--- src/rtl/multicycle_ctrl_gen2_if.sv ---
// Control bundle between the multicycle controller and its datapath.
// master: controller side (takes IR fields and mem_ready, drives enables/selects,
//         state_o and the retired-instruction count).
// slave:  datapath side, the mirror image.
interface multicycle_ctrl_gen2_if #(
    parameter int unsigned CNT_W = 32
);
    logic [5:0]       OpCode;
    logic [5:0]       Funct;
    logic             mem_ready;

    logic             PCWrite;
    logic             PCWriteCond;
    logic             IorD;
    logic             MemWrite;
    logic             MemRead;
    logic             IRWrite;
    logic             RegWrite;
    logic             ExtOp;
    logic             LuiOp;
    logic [1:0]       MemtoReg;
    logic [1:0]       RegDst;
    logic [1:0]       ALUSrcA;
    logic [1:0]       ALUSrcB;
    logic [1:0]       PCSource;
    logic [3:0]       ALUOp;
    logic             BranchNe;
    logic             Exception;
    logic [2:0]       state_o;
    logic [CNT_W-1:0] retired;

    modport master (
        input  OpCode, Funct, mem_ready,
        output PCWrite, PCWriteCond, IorD, MemWrite, MemRead, IRWrite, RegWrite,
               ExtOp, LuiOp, MemtoReg, RegDst, ALUSrcA, ALUSrcB, PCSource,
               ALUOp, BranchNe, Exception, state_o, retired
    );

    modport slave (
        output OpCode, Funct, mem_ready,
        input  PCWrite, PCWriteCond, IorD, MemWrite, MemRead, IRWrite, RegWrite,
               ExtOp, LuiOp, MemtoReg, RegDst, ALUSrcA, ALUSrcB, PCSource,
               ALUOp, BranchNe, Exception, state_o, retired
    );
endinterface

--- src/rtl/multicycle_ctrl_gen2.sv ---
// Multicycle MIPS-style main controller: IF/ID/EX/MEM/WB/TRAP sequencer whose
// datapath controls are combinational decodes of the state register and the
// IR fields, plus a retired-instruction counter.
// Ports: clk       - rising-edge clock
//        reset     - asynchronous active-low reset
//        bus       - master modport: OpCode/Funct/mem_ready in; enables,
//                    selects, ALUOp, BranchNe, Exception, state_o, retired out
module multicycle_ctrl_gen2 #(
    parameter bit          MEM_HANDSHAKE = 1'b1,
    parameter bit          EXT_BRANCH    = 1'b1,
    parameter bit          ILLEGAL_TRAP  = 1'b1,
    parameter int unsigned CNT_W         = 32
) (
    input  logic                        clk,
    input  logic                        reset,
    multicycle_ctrl_gen2_if.master      bus
);

    typedef enum logic [2:0] {
        S_IF   = 3'd0,
        S_ID   = 3'd1,
        S_EX   = 3'd2,
        S_MEM  = 3'd3,
        S_WB   = 3'd4,
        S_TRAP = 3'd5
    } state_e;

    typedef struct packed {
        logic       pc_write;
        logic       pc_write_cond;
        logic       i_or_d;
        logic       mem_write;
        logic       mem_read;
        logic       ir_write;
        logic       reg_write;
        logic       ext_op;
        logic       lui_op;
        logic [1:0] mem_to_reg;
        logic [1:0] reg_dst;
        logic [1:0] alu_src_a;
        logic [1:0] alu_src_b;
        logic [1:0] pc_source;
        logic [3:0] alu_op;
        logic       branch_ne;
        logic       exception;
    } ctl_t;

    state_e           state_q, state_d;
    logic [CNT_W-1:0] retired_q, retired_d;
    ctl_t             ctl_c, ctl_out_c;

    logic [5:0] op, fn;
    logic       r_type, funct_ok, shift_fn, jr_fn, jalr_fn;
    logic       is_r_alu, is_jr, is_jalr, is_j, is_jal, is_br;
    logic       is_lw, is_sw, is_lui, is_imm_alu, is_itype, legal;
    logic       mem_go;
    logic [2:0] alu_lo;
    logic       retire_c;

    assign op     = bus.OpCode;
    assign fn     = bus.Funct;
    assign mem_go = MEM_HANDSHAKE ? bus.mem_ready : 1'b1;

    // Funct classification for R-type instructions
    always_comb begin
        funct_ok = 1'b0;
        shift_fn = 1'b0;
        jr_fn    = 1'b0;
        jalr_fn  = 1'b0;
        case (fn)
            6'h00, 6'h02, 6'h03: begin funct_ok = 1'b1; shift_fn = 1'b1; end
            6'h08:               begin funct_ok = 1'b1; jr_fn    = 1'b1; end
            6'h09:               begin funct_ok = 1'b1; jalr_fn  = 1'b1; end
            6'h20, 6'h21, 6'h22, 6'h23, 6'h24, 6'h25, 6'h26, 6'h27,
            6'h2a, 6'h2b:        funct_ok = 1'b1;
            default:             ;
        endcase
    end

    // Opcode classification
    assign r_type     = (op == 6'h00);
    assign is_r_alu   = r_type & funct_ok & ~jr_fn & ~jalr_fn;
    assign is_jr      = r_type & jr_fn;
    assign is_jalr    = r_type & jalr_fn;
    assign is_j       = (op == 6'h02);
    assign is_jal     = (op == 6'h03);
    assign is_br      = (op == 6'h04) | (EXT_BRANCH & (op == 6'h05));
    assign is_lw      = (op == 6'h23);
    assign is_sw      = (op == 6'h2b);
    assign is_lui     = (op == 6'h0f);
    assign is_imm_alu = (op >= 6'h08) & (op <= 6'h0c);
    assign is_itype   = is_imm_alu | is_lui | is_lw | is_sw;
    assign legal      = r_type ? funct_ok : (is_itype | is_br | is_j | is_jal);

    // Low ALUOp bits used in EX/MEM/WB; keyed purely on the opcode
    always_comb begin
        alu_lo = 3'b000;
        if (r_type)                             alu_lo = 3'b010;
        else if (op == 6'h04 || op == 6'h05)    alu_lo = 3'b001;
        else if (op == 6'h0c)                   alu_lo = 3'b011;
        else if (op == 6'h0a || op == 6'h0b)    alu_lo = 3'b100;
    end

    // Next-state and datapath decode
    always_comb begin
        state_d       = S_IF;
        ctl_c         = '0;
        ctl_c.alu_op  = {op[0], 3'b000};
        case (state_q)
            S_IF: begin
                ctl_c.mem_read  = 1'b1;
                ctl_c.alu_src_b = 2'b01;
                ctl_c.ir_write  = mem_go;
                ctl_c.pc_write  = mem_go;
                state_d         = mem_go ? S_ID : S_IF;
            end
            S_ID: begin
                ctl_c.alu_src_b = 2'b11;
                ctl_c.ext_op    = 1'b1;
                state_d         = (!legal && ILLEGAL_TRAP) ? S_TRAP : S_EX;
            end
            S_EX: begin
                ctl_c.alu_op[2:0] = alu_lo;
                if (is_r_alu) begin
                    ctl_c.alu_src_a = shift_fn ? 2'b10 : 2'b01;
                    state_d         = S_WB;
                end else if (is_jr || is_jalr) begin
                    ctl_c.pc_source = 2'b11;
                    ctl_c.pc_write  = 1'b1;
                    if (is_jalr) begin
                        ctl_c.reg_dst    = 2'b01;
                        ctl_c.mem_to_reg = 2'b10;
                        ctl_c.reg_write  = 1'b1;
                    end
                end else if (is_itype) begin
                    ctl_c.alu_src_a = 2'b01;
                    ctl_c.alu_src_b = 2'b10;
                    ctl_c.ext_op    = (op != 6'h0c);
                    ctl_c.lui_op    = is_lui;
                    state_d         = (is_lw || is_sw) ? S_MEM : S_WB;
                end else if (is_br) begin
                    ctl_c.pc_write_cond = 1'b1;
                    ctl_c.alu_src_a     = 2'b01;
                    ctl_c.pc_source     = 2'b01;
                    ctl_c.branch_ne     = (op == 6'h05);
                end else if (is_j || is_jal) begin
                    ctl_c.pc_write  = 1'b1;
                    ctl_c.pc_source = 2'b10;
                    if (is_jal) begin
                        ctl_c.reg_dst    = 2'b10;
                        ctl_c.mem_to_reg = 2'b10;
                        ctl_c.reg_write  = 1'b1;
                    end
                end
                // undecoded instructions fall back to IF as no-ops
            end
            S_MEM: begin
                ctl_c.alu_op[2:0] = alu_lo;
                ctl_c.i_or_d      = 1'b1;
                ctl_c.mem_read    = is_lw;
                ctl_c.mem_write   = is_sw;
                if (!mem_go)    state_d = S_MEM;
                else if (is_lw) state_d = S_WB;
            end
            S_WB: begin
                ctl_c.alu_op[2:0] = alu_lo;
                ctl_c.reg_write   = 1'b1;
                if (is_lw) begin
                    ctl_c.mem_to_reg = 2'b00;
                end else if (is_lui) begin
                    ctl_c.mem_to_reg = 2'b11;
                end else if (is_itype) begin
                    ctl_c.mem_to_reg = 2'b01;
                end else if (r_type) begin
                    ctl_c.reg_dst    = 2'b01;
                    ctl_c.mem_to_reg = 2'b01;
                end
            end
            S_TRAP: begin
                ctl_c.exception = 1'b1;
            end
            default: state_d = S_IF;
        endcase
    end

    // Only completions out of EX/MEM/WB count; TRAP and IF stalls do not
    assign retire_c  = (state_d == S_IF) &&
                       (state_q == S_EX || state_q == S_MEM || state_q == S_WB);
    assign retired_d = retire_c ? retired_q + CNT_W'(1) : retired_q;

    always_ff @(posedge clk or negedge reset) begin
        if (!reset) begin
            state_q   <= S_IF;
            retired_q <= '0;
        end else begin
            state_q   <= state_d;
            retired_q <= retired_d;
        end
    end

    // Reset blanks every decode output immediately, without waiting for a clock
    assign ctl_out_c = reset ? ctl_c : '0;

    assign bus.PCWrite     = ctl_out_c.pc_write;
    assign bus.PCWriteCond = ctl_out_c.pc_write_cond;
    assign bus.IorD        = ctl_out_c.i_or_d;
    assign bus.MemWrite    = ctl_out_c.mem_write;
    assign bus.MemRead     = ctl_out_c.mem_read;
    assign bus.IRWrite     = ctl_out_c.ir_write;
    assign bus.RegWrite    = ctl_out_c.reg_write;
    assign bus.ExtOp       = ctl_out_c.ext_op;
    assign bus.LuiOp       = ctl_out_c.lui_op;
    assign bus.MemtoReg    = ctl_out_c.mem_to_reg;
    assign bus.RegDst      = ctl_out_c.reg_dst;
    assign bus.ALUSrcA     = ctl_out_c.alu_src_a;
    assign bus.ALUSrcB     = ctl_out_c.alu_src_b;
    assign bus.PCSource    = ctl_out_c.pc_source;
    assign bus.ALUOp       = ctl_out_c.alu_op;
    assign bus.BranchNe    = ctl_out_c.branch_ne;
    assign bus.Exception   = ctl_out_c.exception;
    assign bus.state_o     = state_q;
    assign bus.retired     = retired_q;

endmodule

--- src/flat_wrapper.sv ---
// flat-port wrapper written by rule: the top's interface ports become plain ports
module multicycle_ctrl_gen2_flat 
#(
    parameter bit          MEM_HANDSHAKE = 1'b1,
    parameter bit          EXT_BRANCH    = 1'b1,
    parameter bit          ILLEGAL_TRAP  = 1'b1,
    parameter int unsigned CNT_W         = 32
)
  (clk, reset, bus_OpCode, bus_Funct, bus_mem_ready, bus_PCWrite, bus_PCWriteCond, bus_IorD, bus_MemWrite, bus_MemRead, bus_IRWrite, bus_RegWrite, bus_ExtOp, bus_LuiOp, bus_MemtoReg, bus_RegDst, bus_ALUSrcA, bus_ALUSrcB, bus_PCSource, bus_ALUOp, bus_BranchNe, bus_Exception, bus_state_o, bus_retired);
  multicycle_ctrl_gen2_if #(.CNT_W(CNT_W)) bus_i ();
  input  logic clk;
  input  logic reset;
  input wire logic [$bits(bus_i.OpCode)-1:0] bus_OpCode;
  input wire logic [$bits(bus_i.Funct)-1:0] bus_Funct;
  input wire logic [$bits(bus_i.mem_ready)-1:0] bus_mem_ready;
  output wire logic [$bits(bus_i.PCWrite)-1:0] bus_PCWrite;
  output wire logic [$bits(bus_i.PCWriteCond)-1:0] bus_PCWriteCond;
  output wire logic [$bits(bus_i.IorD)-1:0] bus_IorD;
  output wire logic [$bits(bus_i.MemWrite)-1:0] bus_MemWrite;
  output wire logic [$bits(bus_i.MemRead)-1:0] bus_MemRead;
  output wire logic [$bits(bus_i.IRWrite)-1:0] bus_IRWrite;
  output wire logic [$bits(bus_i.RegWrite)-1:0] bus_RegWrite;
  output wire logic [$bits(bus_i.ExtOp)-1:0] bus_ExtOp;
  output wire logic [$bits(bus_i.LuiOp)-1:0] bus_LuiOp;
  output wire logic [$bits(bus_i.MemtoReg)-1:0] bus_MemtoReg;
  output wire logic [$bits(bus_i.RegDst)-1:0] bus_RegDst;
  output wire logic [$bits(bus_i.ALUSrcA)-1:0] bus_ALUSrcA;
  output wire logic [$bits(bus_i.ALUSrcB)-1:0] bus_ALUSrcB;
  output wire logic [$bits(bus_i.PCSource)-1:0] bus_PCSource;
  output wire logic [$bits(bus_i.ALUOp)-1:0] bus_ALUOp;
  output wire logic [$bits(bus_i.BranchNe)-1:0] bus_BranchNe;
  output wire logic [$bits(bus_i.Exception)-1:0] bus_Exception;
  output wire logic [$bits(bus_i.state_o)-1:0] bus_state_o;
  output wire logic [$bits(bus_i.retired)-1:0] bus_retired;
  assign bus_i.OpCode = bus_OpCode;
  assign bus_i.Funct = bus_Funct;
  assign bus_i.mem_ready = bus_mem_ready;
  assign bus_PCWrite = bus_i.PCWrite;
  assign bus_PCWriteCond = bus_i.PCWriteCond;
  assign bus_IorD = bus_i.IorD;
  assign bus_MemWrite = bus_i.MemWrite;
  assign bus_MemRead = bus_i.MemRead;
  assign bus_IRWrite = bus_i.IRWrite;
  assign bus_RegWrite = bus_i.RegWrite;
  assign bus_ExtOp = bus_i.ExtOp;
  assign bus_LuiOp = bus_i.LuiOp;
  assign bus_MemtoReg = bus_i.MemtoReg;
  assign bus_RegDst = bus_i.RegDst;
  assign bus_ALUSrcA = bus_i.ALUSrcA;
  assign bus_ALUSrcB = bus_i.ALUSrcB;
  assign bus_PCSource = bus_i.PCSource;
  assign bus_ALUOp = bus_i.ALUOp;
  assign bus_BranchNe = bus_i.BranchNe;
  assign bus_Exception = bus_i.Exception;
  assign bus_state_o = bus_i.state_o;
  assign bus_retired = bus_i.retired;
  multicycle_ctrl_gen2 #(.MEM_HANDSHAKE(MEM_HANDSHAKE), .EXT_BRANCH(EXT_BRANCH), .ILLEGAL_TRAP(ILLEGAL_TRAP), .CNT_W(CNT_W)) u_core (.clk(clk), .reset(reset), .bus(bus_i));
endmodule
--- config.mk ---
export PLATFORM = sky130hd
export DESIGN_NAME = multicycle_ctrl_gen2_flat
export DESIGN_NICKNAME = d
export VERILOG_FILES = /design/src/rtl/multicycle_ctrl_gen2_if.sv /design/src/rtl/multicycle_ctrl_gen2.sv /design/src/flat_wrapper.sv
export SDC_FILE = /design/constraint.sdc
export NUM_CORES = 1
export LEC_CHECK = 0
export BUFFER_PORTS_ARGS = -buffer_cell sky130_fd_sc_hd__buf_4
export CAP_MARGIN = 20
export CORE_MARGIN = 2
export CORE_UTILIZATION = 55
export CTS_CLUSTER_SIZE = 10
export DETAILED_ROUTE_END_ITERATION = 7
export MAX_ROUTING_LAYER = met4
export PLACE_DENSITY = 0.85
export SYNTH_ARGS = -nofsm -noshare
export SYNTH_HDL_FRONTEND = slang
export SYNTH_SLANG_ARGS = --single-unit
--- constraint.sdc ---
create_clock -name clk -period 3.9 [get_ports clk]
set_input_delay 0.39 -clock clk [delete_from_list [all_inputs] [get_ports clk]]
set_output_delay 0.39 -clock clk [all_outputs]
set_load 0.01 [all_outputs]
==> metrics.cfg, run 1 <==
[route]
antenna_left = 0
dr.pass1.iters = 4
drt_iter0_drc = 240
remaining_drc_errors = 0
wl_mm = 5.967
wl_per_cell_um = 15.30
num_vias = 2312
viasPerCell = 5.928

[worst_setup_path]
cp-end-kind = output pin
crit_required_ps = 3510
arrival_ps = 2400
r2r_slack_ps = 1390
rr_endpoint = u_core.bus.retired[12]
r2r_start = u_core.bus.state_o[1]
reg2reg_depth = 6
criticalPathCategory = input port to output pin
worstSetupStartpointType = input port
cp_max_fo = 11

[synthesis]
yosysMostFrequentCell = dfrtp_1
ys_types = 51
synth.cells.most_frequent = 35 x dfrtp_1, 31 x xnor2_1, 24 x nand2_1
syn_inst = 269
syn_area_per_cell_um2 = 8.907
async_flop_share_pct = 100.0
syn-num-nets = 285
netlist.area_leader.share_pct = 36.55
yosys-top-cells-area = dfrtp_1 37%, xnor2_1 11%, nand4_1 5.7%
synth_warnings = 0
post-synth-top-area-cell = dfrtp_1
synth-edff-count = 0
ys.flop_type = dfrtp_1
syn_area_um2 = 2396
ys_seq_area_share_pct = 36.55
ys_seq_elements = 35

[floorplanning]
row_count = 24
core_um2 = 4264
die-height_um = 70.01
initial_utilization_pct = 56.19
die-area_um2 = 4901
io_pins = 75
die_w_um = 70.01

[sta]
fin_skew_ps = 5.884
tightest_slew_ps = 982.5
fin_crit_sh_pct = 71.60
setup_viol = 0
slew_headroom_pct = 32.81
finalMaxSlewViolations = 0
finalHoldViolCount = 0
fmax_mhz = 358.1
tns_ps = 0
rsz0062_at_grt = false
finalCriticalPeriod_ps = 2792

[placed_design]
portBuffers = 74
dp_hpwl_mm = 4.428
place_congestion = 0.9098
placed_area_um2 = 2967
place_inst = 382

[cts]
clkTransAtPathRegs_ps = 70
insertion_delay_ps = 280
cts_buffers = 5
h-tree-depth = 2
postCtsHoldBufs = 0
post_cts_buffers = 0
cts.sinks = 35
clock_path_buffers = 2
root_buffer = clkbuf_8
cts_tree = built
ctsResizeCount = 0

[cells_and_area]
final_cell_count_no_fill = 390
nets = 353
fin_util_pct = 71.48
syn_to_final_growth_pct = 27.21
drive_above_1_share_pct = 30.18
design_area_um2 = 3048
antenna_cells = 0

[global_route]
grtUsageTotal_pct = 25.90
overflow = 0
grt_start_max_net_pins = 44
antenna_found_initial = 0
grt_pass1_wl_mm = 10.14
grt_pass1_vias = 2127

[outcome]
outcome = complete, no violations

[pwr]
ir_drop_uv = 346.6
power_density_nw_per_um2 = 394.4
p_leak_nw = 1.400

[hold_path]
hold_path.class = input port to asynchronous set/reset pin

[job]
max_cap_viol_count = 0

worst max path at each step:
stage	depth (start not counted)	to	slack, ps	from
detailed placement	6	u_core.bus.retired[1]	990	bus_OpCode[3]
finish	7	bus_MemtoReg[1]	1110	bus_OpCode[3]
global route	7	bus_MemtoReg[1]	930	bus_OpCode[3]
floorplan	5	bus_PCWrite	1480	bus_OpCode[3]
global placement	6	u_core.bus.retired[1]	1050	bus_OpCode[3]
CTS	7	bus_MemtoReg[1]	1120	bus_OpCode[3]
per-stage QoR:
step	setup slack, ps	hold WS (ps)	power [W]
after floorplan	1484	94.41	0.0007540
after global placement	1047	394.7	0.0009418
after detailed placement	990.9	394.2	0.0009490
after CTS	1117	88.36	0.001204
after global routing	925.4	117.9	0.001276
final	1108	79.98	0.001202
critical path: stages:
cell and delay, ps:
buf_4 150, or4_4 560, nor4b_1 710, nand2_1 160, a21o_1 220, o21ai_0 70, buf_4 140
cell type report:
cell class              count  area, µm²
well taps                  52      65.06
clock inverters             1      5.005
flip-flops and latches     35      875.8
fillers                   350       1216
multi-input cells         215       1440
inverters                   4      15.01
repair buffers             76      570.5
clock buffers               7      76.32
placed cells by master (no fill, tap or decap), drive strengths merged, types with 9 or more instances in the layout:
master and n:
and3 20, xnor2 31, buf 76, nand4 23, dfrtp 35, and2 9
nand3 17, nor3 9, nor2 15, nand2 24
cells by family (layout without fill, tap and decap cells):
| group | Yosys count | count (layout) | synth area share, % |
|---|---|---|---|
| AO/OA/AOI/OAI | 34 | 34 | 10.24 |
| AND/OR/NAND/NOR | 147 | 147 | 36.45 |
| adder cells (fa/ha/maj) | 1 | 1 | 0.5221 |
| XOR/XNOR | 32 | 32 | 11.70 |
| multiplexers | 1 | 1 | 0.4699 |
| flip-flops | 35 | 35 | 36.55 |
| buffers and inverters | 19 | 88 | 4.073 |
flip-flops by register name, indices dropped and copies added (netlist names):
| register | cells |
|---|---|
| u_core.bus.retired | 32 |
| u_core.bus.state_o | 3 |
power breakdown:
| part | internal, W | switching (W) |
|---|---|---|
| sequential | 0.000405 | 0.0000766 |
| combinational | 0.000203 | 0.000264 |
| clock | 0.000125 | 0.000128 |
| total | 0.000733 | 0.000469 |
metal layers:
| layer | routed length (µm) | global-route usage, % |
|---|---|---|
| met5 | 0 | - |
| met4 | 39 | 4.915 |
| met3 | 315 | 5.339 |
| met2 | 3064 | 43.28 |
| met1 | 2547 | 33.02 |
Note: power is estimated with default switching activity, not from simulation.
==> inputs of run 2 (changes only) <==
--- a/config.mk
+++ b/config.mk
@@ -5,14 +5,15 @@
 export SDC_FILE = /design/constraint.sdc
 export NUM_CORES = 1
 export LEC_CHECK = 0
+export ABC_AREA = 1
 export BUFFER_PORTS_ARGS = -buffer_cell sky130_fd_sc_hd__buf_4
 export CAP_MARGIN = 20
 export CORE_MARGIN = 2
-export CORE_UTILIZATION = 55
+export CORE_UTILIZATION = 48
 export CTS_CLUSTER_SIZE = 10
 export DETAILED_ROUTE_END_ITERATION = 7
 export MAX_ROUTING_LAYER = met4
-export PLACE_DENSITY = 0.85
+export PLACE_DENSITY = 0.77
 export SYNTH_ARGS = -nofsm -noshare
 export SYNTH_HDL_FRONTEND = slang
 export SYNTH_SLANG_ARGS = --single-unit
==> constraint.sdc (replaced) <==
create_clock -name clk -period 2.5 [get_ports clk]
set_input_delay 0.25 -clock clk [delete_from_list [all_inputs] [get_ports clk]]
set_output_delay 0.25 -clock clk [all_outputs]
set_load 0.01 [all_outputs]
==> run 2 against run 1 <==
  * Cell area grew 17%
  * Wire length grew 37%
  * Combinational power grew 110%
  * Die area grew 33%
  * Register-to-register slack lost 940 ps
  * Flip-flop and latch count is the same
  * First-iteration DRC count shrank 23%
==> metrics.cfg, run 2 <==
[route]
remaining_drc_errors = 0
viasPerCell = 5.387
wl_mm = 8.147
antenna_left = 0
drt_iter0_drc = 185
wl_per_cell_um = 13.95
dr.pass1.iters = 4
num_vias = 3146

[placed_design]
place_congestion = 0.9409
dp_hpwl_mm = 6.359
place_worst_setup_slack_ps = 479.8
portBuffers = 74
placed_area_um2 = 3463

[synthesis]
netlist.area_leader.share_pct = 30.96
syn_inst = 435
syn_area_per_cell_um2 = 6.503
syn-num-nets = 451
yosys-top-cells-area = dfrtp_1 31%, nand2_1 19%, nand4_1 8.0%
async_flop_share_pct = 100.0
ys_seq_elements = 35
syn_area_um2 = 2829
yosysMostFrequentCell = nand2_1
ys.flop_type = dfrtp_1
ys_types = 32
ys_seq_area_share_pct = 30.96
post-synth-top-area-cell = dfrtp_1
synth-edff-count = 0
synth_warnings = 0
synth.cells.most_frequent = 143 x nand2_1, 51 x nor2_1, 45 x inv_1

[floorplanning]
die-area_um2 = 6524
io_pins = 75
row_count = 27
die-height_um = 80.77
core_um2 = 5608
die_w_um = 80.77
initial_utilization_pct = 50.45

[global_route]
grt_pass1_vias = 2867
overflow = 0
antenna_found_initial = 0
grt_start_max_net_pins = 42
grtUsageTotal_pct = 27.46
grt_pass1_wl_mm = 13.67

[worst_setup_path]
r2r_start = u_core.bus.retired[0]
cp_max_fo = 6
criticalPathCategory = flop to output pin
cp-end-kind = output pin
reg2reg_depth = 8
r2r_slack_ps = 450
crit_required_ps = 2250
rr_endpoint = u_core.bus.retired[24]
arrival_ps = 1960
worstSetupStartpointType = flop

[sta]
tns_ps = 0
fin_skew_ps = 8.274
holdWs_ps = 36.86
finalMaxSlewViolations = 0
finalCriticalPeriod_ps = 2214
worst_slack_ps = 285.5
slew_headroom_pct = 66.04
fin_crit_sh_pct = 88.58
rsz0062_at_grt = false
finalHoldViolCount = 0
tightest_slew_ps = 509.4
fmax_mhz = 451.6
setup_viol = 0

[cts]
insertion_delay_ps = 280
cts_buffers = 5
ctsResizeCount = 0
h-tree-depth = 2
clock_path_buffers = 2
cts.sinks = 35
post_cts_buffers = 0
root_buffer = clkbuf_8
cts_tree = built
clkTransAtPathRegs_ps = 70
postCtsHoldBufs = 0

[cells_and_area]
largest_register_ffs = 32
antenna_cells = 0
syn_to_final_growth_pct = 25.52
mostFrequentLayoutCells = 143 x nand2_1, 83 x buf_4, 51 x nor2_1
nets = 528
design_area_um2 = 3551
drive_above_1_share_pct = 20.31
final_common_cell = nand2_1

[pwr]
power_density_nw_per_um2 = 587.9
p_total_w = 0.002088
ir_drop_uv = 347.3
p_leak_nw = 1.902

[hold_path]
hold_path.class = input port to asynchronous set/reset pin

[outcome]
outcome = complete, no violations

[job]
max_cap_viol_count = 0

-- run 2: changes by cell type after synthesis, sizes merged, moves of 14 or more --
cell   previous run  this run
inv               4        48
nand3            17        31
xnor2            31        14
xor2              1        15
nor2             15        56
nand2            24       144
and3             20         1
-- run 2: how the worst max path moves through the flow --
stage,slack [ps],from,depth (start not counted),end
floorplan,740,u_core.bus.retired[0],8,u_core.bus.retired[24]
global placement,510,u_core.bus.retired[0],8,u_core.bus.retired[24]
detailed placement,480,u_core.bus.retired[0],8,u_core.bus.retired[24]
CTS,350,u_core.bus.state_o[2],8,bus_BranchNe
global route,150,u_core.bus.state_o[2],8,bus_LuiOp
finish,290,u_core.bus.state_o[2],8,bus_LuiOp
-- run 2: metal layers --
layer  wire length [µm]  track usage (%)  part of all wire, %  up-vias
li1                   -                -                    -     1573
met1               3604            36.07                   44     1460
met2               3907            44.58                   48      102
met3                527            3.667                  6.5       11
met4                107            8.305                  1.3        0
met5                  0                -                    0        -
-- run 2: area by class of cell --
cell class                      count  area (µm²)
Fill cell                         555        2057
Timing Repair Buffer               83       623.1
Clock inverter                      1       5.005
Multi-Input combinational cell    339        1694
Sequential cell                    35       875.8
Tap cell                           72       90.09
Inverter                           48       180.2
Clock buffer                        6       82.58
-- run 2: stage by stage --
stage               util [%]  std cells
CTS                    63.32        584
global placement       61.76        577
finish                 63.32        584
floorplan                  -        435
detailed placement     61.76        577
global route           63.32        584
-- run 2: report_power, final --
| part | leakage [nW] | internal (W) | switching, W | total [W] |
|---|---|---|---|---|
| clock | 0.0470 | 0.000216 | 0.000199 | 0.000415 |
| sequential | 0.482 | 0.000611 | 0.0000680 | 0.000679 |
| combinational | 1.37 | 0.000330 | 0.000663 | 0.000993 |
-- run 2: logic make-up (layout without fill, tap and decap cells) --
logic type      count (synthesis)  count (layout)  share of synthesized area [%]
simple gates                  291             291                          45.73
buf+inv                        61             138                          9.155
flops                          35              35                          30.96
xor+xnor                       29              29                          8.979
compound gates                 18              18                          4.732
fa+ha+maj                       1               1                         0.4422
-- run 2: worst max-delay path: stages, from the launching register on --
cell     delay, ps
dfrtp_1        430
inv_1          170
nand3_1        220
inv_1          220
nand2_1         80
inv_1           80
nand3_1        150
nor3_1         190
buf_4          150
==> inputs of run 3 (changes only) <==
--- a/config.mk
+++ b/config.mk
@@ -5,15 +5,15 @@
 export SDC_FILE = /design/constraint.sdc
 export NUM_CORES = 1
 export LEC_CHECK = 0
-export ABC_AREA = 1
 export BUFFER_PORTS_ARGS = -buffer_cell sky130_fd_sc_hd__buf_4
 export CAP_MARGIN = 20
 export CORE_MARGIN = 2
-export CORE_UTILIZATION = 48
+export CORE_UTILIZATION = 46
 export CTS_CLUSTER_SIZE = 10
 export DETAILED_ROUTE_END_ITERATION = 7
 export MAX_ROUTING_LAYER = met4
-export PLACE_DENSITY = 0.77
+export PLACE_DENSITY = 0.76
+export REMOVE_ABC_BUFFERS = 1
 export SYNTH_ARGS = -nofsm -noshare
 export SYNTH_HDL_FRONTEND = slang
 export SYNTH_SLANG_ARGS = --single-unit
==> run 3 against run 2 <==
  * Final cell count down 26%
  * Wire length decreased by 21%
  * Flip-flop and latch count unchanged
  * Clock skew fell by 0.79 ps
  * Global-route usage shrank 4.2 points
  * Sequential power grew 8.0%
  * First-iteration DRC count is 38% lower
  * Combinational power decreased by 6.2%
  * Critical path type is now input port to output pin
  * Largest cell class unchanged
  * Largest power group unchanged
==> metrics.cfg, run 3 (synthesis gave the netlist of run 1 again) <==
[worst_setup_path]
cp_max_fo = 4
criticalPathCategory = input port to output pin
arrival_ps = 2090
worstSetupStartpointType = input port
cp-end-kind = output pin
crit_required_ps = 2250

[cts]
h-tree-depth = 2
cts.sinks = 35
cts_buffers = 5
insertion_delay_ps = 290
clock_path_buffers = 2
root_buffer = clkbuf_8
clkTransAtPathRegs_ps = 70
cts_tree = built

[floorplanning]
initial_utilization_pct = 47.21
die_w_um = 76.17
die-area_um2 = 5802
die-height_um = 76.17
row_count = 26
core_um2 = 5075
io_pins = 75

[sta]
fin_crit_sh_pct = 93.64
finalMaxSlewViolations = 0
tightest_slew_ps = 567.6
rsz0062_at_grt = false
finalCriticalPeriod_ps = 2341
fmax_mhz = 427.2
worst_slack_ps = 159.0
setup_viol = 0
finalHoldViolCount = 0
slew_headroom_pct = 61.68
fin_skew_ps = 7.488

[cells_and_area]
largest_register_ffs = 32
syn_to_final_growth_pct = 36.61
mostFrequentLayoutCells = 97 x buf_4, 35 x dfrtp_1, 31 x xnor2_1
antenna_cells = 0
nets = 377
final_common_cell = buf_4
drive_above_1_share_pct = 34.81
nFillCells = 467

[route]
drt_iter0_drc = 115
antenna_left = 0
wl_mm = 6.473
num_vias = 2429
dr.pass1.iters = 4
wl_per_cell_um = 14.98
viasPerCell = 5.623
remaining_drc_errors = 0

[global_route]
grt_start_max_net_pins = 27
grt_pass1_wl_mm = 10.98
overflow = 0
antenna_found_initial = 0
grt_pass1_vias = 2276
grtUsageTotal_pct = 23.30

[outcome]
outcome = complete, no violations

[placed_design]
portBuffers = 74
dp_hpwl_mm = 4.846
place_congestion = 0.9131
place_worst_setup_slack_ps = 119.5

[pwr]
power_density_nw_per_um2 = 629.7
p_total_w = 0.002061
ir_drop_uv = 571.4
p_leak_nw = 1.524

[job]
max_cap_viol_count = 0

[hold_path]
hold_path.class = input port to flop

[run 3: cell count changes in the layout (fill, tap and decap cells not counted), moves of 7 or more]
cell,previous run,this run
xnor2_1,14,31
buf_4,83,97
xor2_1,15,1
nand2_1,143,24
nand4_1,36,22
and3_1,1,20
inv_1,45,4
nand3_2,0,8
and2_1,0,9
nor3_1,19,9
nor2_1,51,15
nand3_1,30,9
nand2b_1,0,7
[run 3: power breakdown]
| group | internal [W] | switching [W] | total, W | leakage [nW] |
|---|---|---|---|---|
| sequential | 0.000632 | 0.000102 | 0.000733 | 0.476 |
| clock | 0.000195 | 0.000202 | 0.000397 | 0.0412 |
| combinational | 0.000457 | 0.000473 | 0.000931 | 1.01 |
| total | 0.00128 | 0.000778 | 0.00206 | 1.52 |
[run 3: worst paths after layout]
| path | start | endpoint | slack (ps) | cells after the start |
|---|---|---|---|---|
| worst max-delay path | bus_OpCode[3] | bus_PCWrite | 160 | 9 |
| worst min-delay path | bus_mem_ready | u_core.bus.state_o[0] | 180 | 2 |
| worst max register to register | u_core.bus.state_o[1] | u_core.bus.retired[1] | 340 | 9 |
| worst min register to register | u_core.bus.retired[31] | u_core.bus.retired[31] | 480 | 1 |
| max in group asynchronous | reset | u_core.bus.retired[2] | 1590 | 3 |
| min in group asynchronous | reset | u_core.bus.retired[9] | 340 | 2 |
[run 3: metrics by stage]
| step | setup TNS (ps) | std cells | area [µm²] | hold WS [ps] | utilization, % |
|---|---|---|---|---|---|
| after floorplan | -38310 | 254 | 2313 | -45.59 | - |
| after global placement | 0 | 416 | 3109 | 120.5 | 61.27 |
| after detailed placement | 0 | 416 | 3109 | 117.9 | 61.27 |
| after CTS | 0 | 425 | 3204 | 166.3 | 63.14 |
| after global routing | 0 | 432 | 3273 | 180.8 | 64.50 |
| final | 0 | 432 | 3273 | 179.7 | 64.50 |
[run 3: metal layers]
metal	share of wire (%)	up-vias	track usage (%)
met5	0	-	-
met4	1.1	0	7.636
met3	7.1	7	5.569
met2	46	96	36.25
met1	46	1158	30.23
li1	-	1168	-
[run 3: critical path, cell delays in order]
cell and delay, ps:
buf_4 110, or4_4 530, buf_4 160, nor4b_1 400, buf_4 210, a21oi_1 40
nor2_1 140, or2_2 140, buf_4 110
[run 3: layout make-up]
class,instances,area (µm²),area share (%)
multi-input combinational,215,1440,44.00
sequential,35,875.8,26.76
timing repair buffer,100,769.5,23.51
tap,70,87.58,2.676
clock buffer,6,72.57,2.217
inverter,4,15.01,0.4587
clock inverter,2,12.51,0.3823
[run 3: timing repair]
item                                    in CTS  in global routing
resized for setup                            0                  1
hold buffers                                 1                  0
hold endpoints to repair                     9                  0
endpoints found under the setup margin       0                 18
setup buffers                                0                  7
